<file path="src/rtl/div_unit.sv">
// Iterative restoring divider: WIDTH shift-subtract steps plus one result cycle.
// Signed (DIV) support is compiled in only when DIV_SIGNED_EN is defined.
module div_unit #(
  parameter int unsigned WIDTH = 32
) (
  input  logic             clk,
  input  logic             rst,
  input  logic             start,
  input  logic             is_signed,
  input  logic [WIDTH-1:0] dividend,
  input  logic [WIDTH-1:0] divisor,
  output logic             busy,
  output logic             done,
  output logic [WIDTH-1:0] quotient,
  output logic [WIDTH-1:0] remainder,
  output logic             div_zero
);

  localparam int unsigned CNT_W = $clog2(WIDTH + 1);

  typedef enum logic [1:0] {
    S_IDLE,
    S_RUN,
    S_DONE
  } state_e;

  state_e           state_q;
  logic [CNT_W-1:0] cnt_q;
  logic [WIDTH-1:0] rem_q;
  logic [WIDTH-1:0] quo_q;
  logic [WIDTH-1:0] dvs_q;
  logic             dz_q;

  logic [WIDTH-1:0] dvd_mag_c;
  logic [WIDTH-1:0] dvs_mag_c;
  logic [WIDTH:0]   rem_sh_c;
  logic [WIDTH:0]   diff_c;
  logic [WIDTH-1:0] rem_d;
  logic [WIDTH-1:0] quo_d;
  logic [WIDTH-1:0] quo_fin_c;
  logic [WIDTH-1:0] rem_fin_c;

`ifdef DIV_SIGNED_EN
  logic dvd_neg_c;
  logic dvs_neg_c;
  logic neg_quo_q;
  logic neg_rem_q;

  // Operands enter the datapath as magnitudes; signs are reapplied at the end
  always_comb begin
    dvd_neg_c = is_signed & dividend[WIDTH-1];
    dvs_neg_c = is_signed & divisor[WIDTH-1];
    dvd_mag_c = dvd_neg_c ? (WIDTH'(0) - dividend) : dividend;
    dvs_mag_c = dvs_neg_c ? (WIDTH'(0) - divisor)  : divisor;
  end

  // Divide-by-zero overrides sign fix-up; remainder fix-up restores the raw dividend
  always_comb begin
    rem_fin_c = neg_rem_q ? (WIDTH'(0) - rem_q) : rem_q;
    if (dz_q) begin
      quo_fin_c = '1;
    end else begin
      quo_fin_c = neg_quo_q ? (WIDTH'(0) - quo_q) : quo_q;
    end
  end
`else
  logic unused_is_signed;

  assign unused_is_signed = is_signed;

  always_comb begin
    dvd_mag_c = dividend;
    dvs_mag_c = divisor;
    rem_fin_c = rem_q;
    quo_fin_c = dz_q ? '1 : quo_q;
  end
`endif

  // One restoring step: shift the next dividend bit into the partial remainder
  always_comb begin
    rem_sh_c = {rem_q, quo_q[WIDTH-1]};
    diff_c   = rem_sh_c - {1'b0, dvs_q};
    rem_d    = diff_c[WIDTH] ? rem_sh_c[WIDTH-1:0] : diff_c[WIDTH-1:0];
    quo_d    = {quo_q[WIDTH-2:0], ~diff_c[WIDTH]};
  end

  always_ff @(posedge clk or posedge rst) begin
    if (rst) begin
      state_q   <= S_IDLE;
      cnt_q     <= '0;
      rem_q     <= '0;
      quo_q     <= '0;
      dvs_q     <= '0;
      dz_q      <= 1'b0;
`ifdef DIV_SIGNED_EN
      neg_quo_q <= 1'b0;
      neg_rem_q <= 1'b0;
`endif
      busy      <= 1'b0;
      done      <= 1'b0;
      quotient  <= '0;
      remainder <= '0;
      div_zero  <= 1'b0;
    end else begin
      case (state_q)
        S_IDLE, S_DONE: begin
          done <= 1'b0;
          if (start) begin
            state_q   <= S_RUN;
            busy      <= 1'b1;
            cnt_q     <= '0;
            rem_q     <= '0;
            quo_q     <= dvd_mag_c;
            dvs_q     <= dvs_mag_c;
            dz_q      <= (divisor == '0);
`ifdef DIV_SIGNED_EN
            neg_quo_q <= dvd_neg_c ^ dvs_neg_c;
            neg_rem_q <= dvd_neg_c;
`endif
          end else begin
            state_q <= S_IDLE;
          end
        end
        S_RUN: begin
          // start is deliberately not looked at here
          if (cnt_q == CNT_W'(WIDTH)) begin
            state_q   <= S_DONE;
            busy      <= 1'b0;
            done      <= 1'b1;
            quotient  <= quo_fin_c;
            remainder <= rem_fin_c;
            div_zero  <= dz_q;
          end else begin
            rem_q <= rem_d;
            quo_q <= quo_d;
            cnt_q <= cnt_q + CNT_W'(1);
          end
        end
        default: begin
          state_q <= S_IDLE;
          busy    <= 1'b0;
          done    <= 1'b0;
        end
      endcase
    end
  end

endmodule

</file>
<file path="config.mk">
export PLATFORM = sky130hd
export DESIGN_NAME = div_unit
export DESIGN_NICKNAME = d
export VERILOG_FILES = /design/src/rtl/div_unit.sv
export SDC_FILE = /design/constraint.sdc
export NUM_CORES = 1
export LEC_CHECK = 0
export CAP_MARGIN = 20
export CORE_MARGIN = 10
export CORE_UTILIZATION = 51
export CTS_BUF_LIST = sky130_fd_sc_hd__clkbuf_4
export DETAILED_ROUTE_END_ITERATION = 10
export PLACE_DENSITY = 0.73
export SLEW_MARGIN = 20
export SYNTH_ARGS = -nofsm -noshare
export SYNTH_HDL_FRONTEND = slang
export SYNTH_SLANG_ARGS = --single-unit
</file>
<file path="constraint.sdc">
create_clock -name clk -period 7.4 [get_ports clk]
set_clock_uncertainty 0.05 [all_clocks]
set_input_delay 0.74 -clock clk [delete_from_list [all_inputs] [get_ports clk]]
set_output_delay 0.74 -clock clk [all_outputs]
set_load 0.02 [all_outputs]
</file>
==> impl_summary.md <==
GRT
The initial antenna violation count is 2. The largest net degree at the start of global routing is approximately 110. The via count of the first global-routing pass is about 6.7k. The first global-routing pass estimated between 30000 and 40000 um of wire. The total global routing track utilization is 0.190. For this run the aggregate overflow at the end of global routing stands at 0.

STA
The minimum clock period is about 3.7 ns. Setup violations remaining at the end of the flow were counted as 0. The worst-margin pin slew is roughly 0.97 ns. Headroom to the max-slew limit came out at 0.351. The count of final hold-check violations came to 0. Setup total negative slack on the finished layout was measured at 0 ns. The number of slew-limit violations in the final report is 0. The setup slack of the critical path after layout is 3.73 ns. The maximum clock frequency is around 270 MHz.

Of the available clock period, the critical path in the final layout requires 0.496. Setup repair after global routing left no endpoint under its margin.

Clock tree
The H-tree was split into 4 levels. The source-to-sink clock delay at the later pin of the worst-skew pair is 0.58 ns. In this run, CTS created clock tree buffers numbering 17. The count of instances resized after the clock tree is built is 0.

The post-CTS setup repair buffer count is 0. The clock sink total is about 170. The clock tree root buffer cell is sky130_fd_sc_hd__clkbuf_4. The number of hold-repair buffers added at the cts stage is 0. The maximum number of buffers from clock root to sink is 2.

Clock-pin slew was measured on the worst setup and hold paths at roughly 0.17 ns. The clock tree from TritonCTS is done.

Power and ir drop
The total power of the final layout is between 5000 and 6000 uW. The internal power component is between 2000 and 3000 uW. The sequential share of power is 0.306. The switching power share of the total is 0.459.

The share of total power dissipated in the clock network is 0.091. In this run the power density over the cells is 516 nW/um2. In this run the power spent charging and discharging nets is approximately 2500 uW. The analysis attributes to cell leakage a power of roughly 0.0047 uW. The share of total power dissipated in combinational logic is 0.602. VDD sags by at most roughly 0.00023 V.

Synth
In this run, synthesis inferred 0 flip-flops with an integrated enable. The synthesized-area fraction occupied by xor and xnor cells is 0.0343. The synthesized area is 8710 um2.

Yosys attributes the largest share of cell area to sky130_fd_sc_hd__dfrtp_1, sky130_fd_sc_hd__nand2_1, sky130_fd_sc_hd__ha_1. The synthesized netlist net count is 1024. The dominant cell type by area after synthesis is sky130_fd_sc_hd__dfrtp_1. The complex-gate fraction of the synthesized area is 0.165.

Of the total synthesized cell area, the portion taken by full adders, half adders and majority gates is 0.0511. Synthesis inferred roughly 170 register bits. Counting instances in the post-synthesis netlist gives the leading cell types as sky130_fd_sc_hd__dfrtp_1, sky130_fd_sc_hd__nand2_1, sky130_fd_sc_hd__nor2_1, sky130_fd_sc_hd__o21ai_0, sky130_fd_sc_hd__a21oi_1. Of the total synthesized cell area, the portion taken by AND, OR, NAND and NOR gates is 0.153.

Averaged over all synthesized cells, the footprint is ~9.5 um2. The total of warnings raised by yosys is 0. The number of standard cells after synthesis is 921. The dominant combinational cell family by area after synthesis is compound AO/OA/AOI/OAI gates.

Yosys instantiated no cell more often than sky130_fd_sc_hd__dfrtp_1. For this run, the register share of the synthesized area comes to 0.491. Counting flops with an async set or reset pin after synthesis yields a share of 1.00. The share of synthesized area in the top cell type comes to 0.491. The mux share of post-synthesis cell area is 0.0566. Yosys mapped the design onto 57 distinct sky130hd cell types.

The most used flip-flop cell after synthesis is sky130_fd_sc_hd__dfrtp_1.

Placement
The congestion estimate from routability-driven global placement came to ~0.90. Buffers placed on the I/O ports in this run total roughly 130. The post-place setup slack is ~3.6 ns. The HPWL after detailed placement is 14700 um.

The placed instances occupy a cell area of slightly above 10000 um2.

Critical path
The startpoint identified for the worst register-to-register timing path is quo_q[31]. For the worst setup path, the data arrival time is between 4 and 5 ns. The critical path start-end classification is reg -> reg. The number of cell instances on the worst register-to-register path is 13. Tracing the worst setup path back leads to its startpoint at quo_q[31]. The most critical setup path has its endpoint at rem_fin_c[22]. The slowest stage of the critical path is the sky130_fd_sc_hd__xnor2_2 cell. Counting stages on the worst path, the most repeated cell is sky130_fd_sc_hd__inv_1. The flop-to-flop setup slack is 3.73 ns. The critical path goes through inv_1 -> ha_1 -> inv_1 -> fa_1 -> a211oi_1 -> o21a_1 -> a21oi_1 -> nor2_1 -> o21ai_2 -> a31oi_4 -> xnor2_2 -> nand2_1 -> o21ai_0. The reg-to-reg critical path endpoint is rem_fin_c[22].

The largest stage delay on the critical path is approximately 0.76 ns. The maximum fanout count along the critical path is 14. The category of the worst setup path launch point is a flop. The kind of capture point of the worst setup path is a flop.

Data on the critical path is required at its endpoint by 7.83 ns.

Detailed routing
The detailed router placed 6998 vias in this run. In the final routing, the length of wire on met1 measures between 10000 and 15000 um. In the routed layout, each cell is associated on average with a via count of approximately 5.5.

Signal routing reaches up to met4. The number of remaining DRC errors is 0. Wire segments on met2 add up to between 9000 and 10000 um in the final route. In the final routed layout, each cell accounts on average for approximately 17 um. The first TritonRoute pass finished after 5 iterations. The met3 wire length is 1360 um.

The detailed router's first-iteration violation count is about 500. In this run the remaining antenna-violating nets after routing total 0. The total routed wirelength is 21400 um.

Run
The tool flagged a number of max-cap violations equal to 0.

Cells and area
The post-synthesis to final-layout area growth is 19.9%. Of the cells placed in the final design, the portion with a size suffix greater than 1 is 0.0853. At the end of the flow the core is filled with cells to 0.627.

The number of nets in the final layout is 1133. Fill cells in the final layout number ~1.4k. The final instance area is around 10000 um2.

Die
The horizontal die dimension is roughly 150 um. In this run the core area contains between 40 and 50 standard-cell rows. The starting utilization of the core area is 0.523. The placeable core region is around 17000 um2.

The full die area is 22700 um2. The vertical die dimension is 151 um. During I/O placement, the number of pins put on the boundary was between 100 and 150.

Outcome
The run finished with clean final reports.

Worst hold path
The path type of the worst min-delay path is reg -> reg.
## critical path: cells and delay by family, from the launching register on
kind,cells,cell delay (ns)
buf+inv,2,0.13
flops,1,0.40
fa+ha+maj,2,0.43
simple gates,2,0.52
compound gates,6,1.29
xor+xnor,1,0.76
## how the worst min path moves through the flow
stage | startpoint | cells after the start | slack [ns] | endpoint
2_1_floorplan | dvs_q[0] | 2 | 0.40 | dvs_q[0]
3_3_place_gp | dvs_q[0] | 2 | 0.42 | dvs_q[0]
3_5_place_dp | quo_q[27] | 2 | 0.44 | quo_q[27]
4_1_cts | quo_q[27] | 2 | 0.48 | quo_q[27]
5_1_grt | remainder[22] | 1 | 0.49 | remainder[22]
6_report | remainder[15] | 1 | 0.47 | remainder[15]
## registers in the layout, summed over array words and instances, names as in the netlist
register,cells
state_q,2
div_zero,1
cnt_q,6
dz_q,1
busy,1
rem_fin_c,32
remainder,32
quo_q,32
quotient,32
dvs_q,32
## cell families after synthesis
family,count (synthesis)
AOI/OAI and AO/OA,229
xor gates and xnor gates,32
adders and majority gates,35
buffers and inverters,98
DFF,171
muxes,45
and+or+nand+nor,311
## area by class of cell
| type | count | area (um2) | area share |
|---|---|---|---|
| clock inverter | 15 | 120 | 0.0115 |
| timing repair buffer | 142 | 1420 | 0.136 |
| antenna | 2 | 5.00 | 0.000479 |
| sequential | 171 | 4280 | 0.410 |
| clock buffer | 17 | 128 | 0.0122 |
| inverter | 46 | 178 | 0.0170 |
| tap | 220 | 275 | 0.0264 |
| multi-input combinational | 652 | 4040 | 0.387 |
## power groups by stage
stage               Combinational (uW)  Clock [uW]  Sequential (uW)
floorplan                         2250           0             1770
finish                            3240         491             1650
global route                      3620         549             1710
CTS                               3190         510             1650
detailed placement                3170           0             1670
global placement                  3110           0             1660
## routing by layer
layer / global-route usage / up-vias
met5: 0 / -
met3: 0.0528 / 25
li1: - / 3445
met4: 0.0568 / 0
met1: 0.263 / 3343
met2: 0.286 / 185
## cell usage in the layout, fill, tap and decap left out, types with 6 or more instances in the layout
cell type	synthesis	layout
sky130_fd_sc_hd__clkbuf_4	0	17
sky130_fd_sc_hd__inv_1	46	45
sky130_fd_sc_hd__mux2_2	34	34
sky130_fd_sc_hd__nor4_1	8	8
sky130_fd_sc_hd__a22oi_1	22	22
sky130_fd_sc_hd__o21ai_0	68	68
sky130_fd_sc_hd__a31oi_1	9	9
sky130_fd_sc_hd__o311ai_1	7	7
sky130_fd_sc_hd__xor2_1	12	12
sky130_fd_sc_hd__nor2_1	82	81
sky130_fd_sc_hd__ha_1	34	34
sky130_fd_sc_hd__clkdlybuf4s50_1	0	133
sky130_fd_sc_hd__o21bai_1	7	7
sky130_fd_sc_hd__nand3_1	53	53
sky130_fd_sc_hd__a21oi_1	61	61
sky130_fd_sc_hd__buf_4	3	8
sky130_fd_sc_hd__a21o_1	8	8
sky130_fd_sc_hd__dfrtp_1	171	171
sky130_fd_sc_hd__nand2_1	138	138
sky130_fd_sc_hd__mux2i_1	11	11
sky130_fd_sc_hd__nand4_1	6	6
sky130_fd_sc_hd__xnor2_1	19	18
sky130_fd_sc_hd__a32oi_1	11	11
## metrics by stage
stage	instances	hold WS, ns
2_1_floorplan	921	0.400
3_3_place_gp	1230	0.417
3_5_place_dp	1230	0.438
4_1_cts	1262	0.477
5_1_grt	1265	0.491
6_report	1265	0.472
No activity file was read; power rests on OpenSTA's default activity.
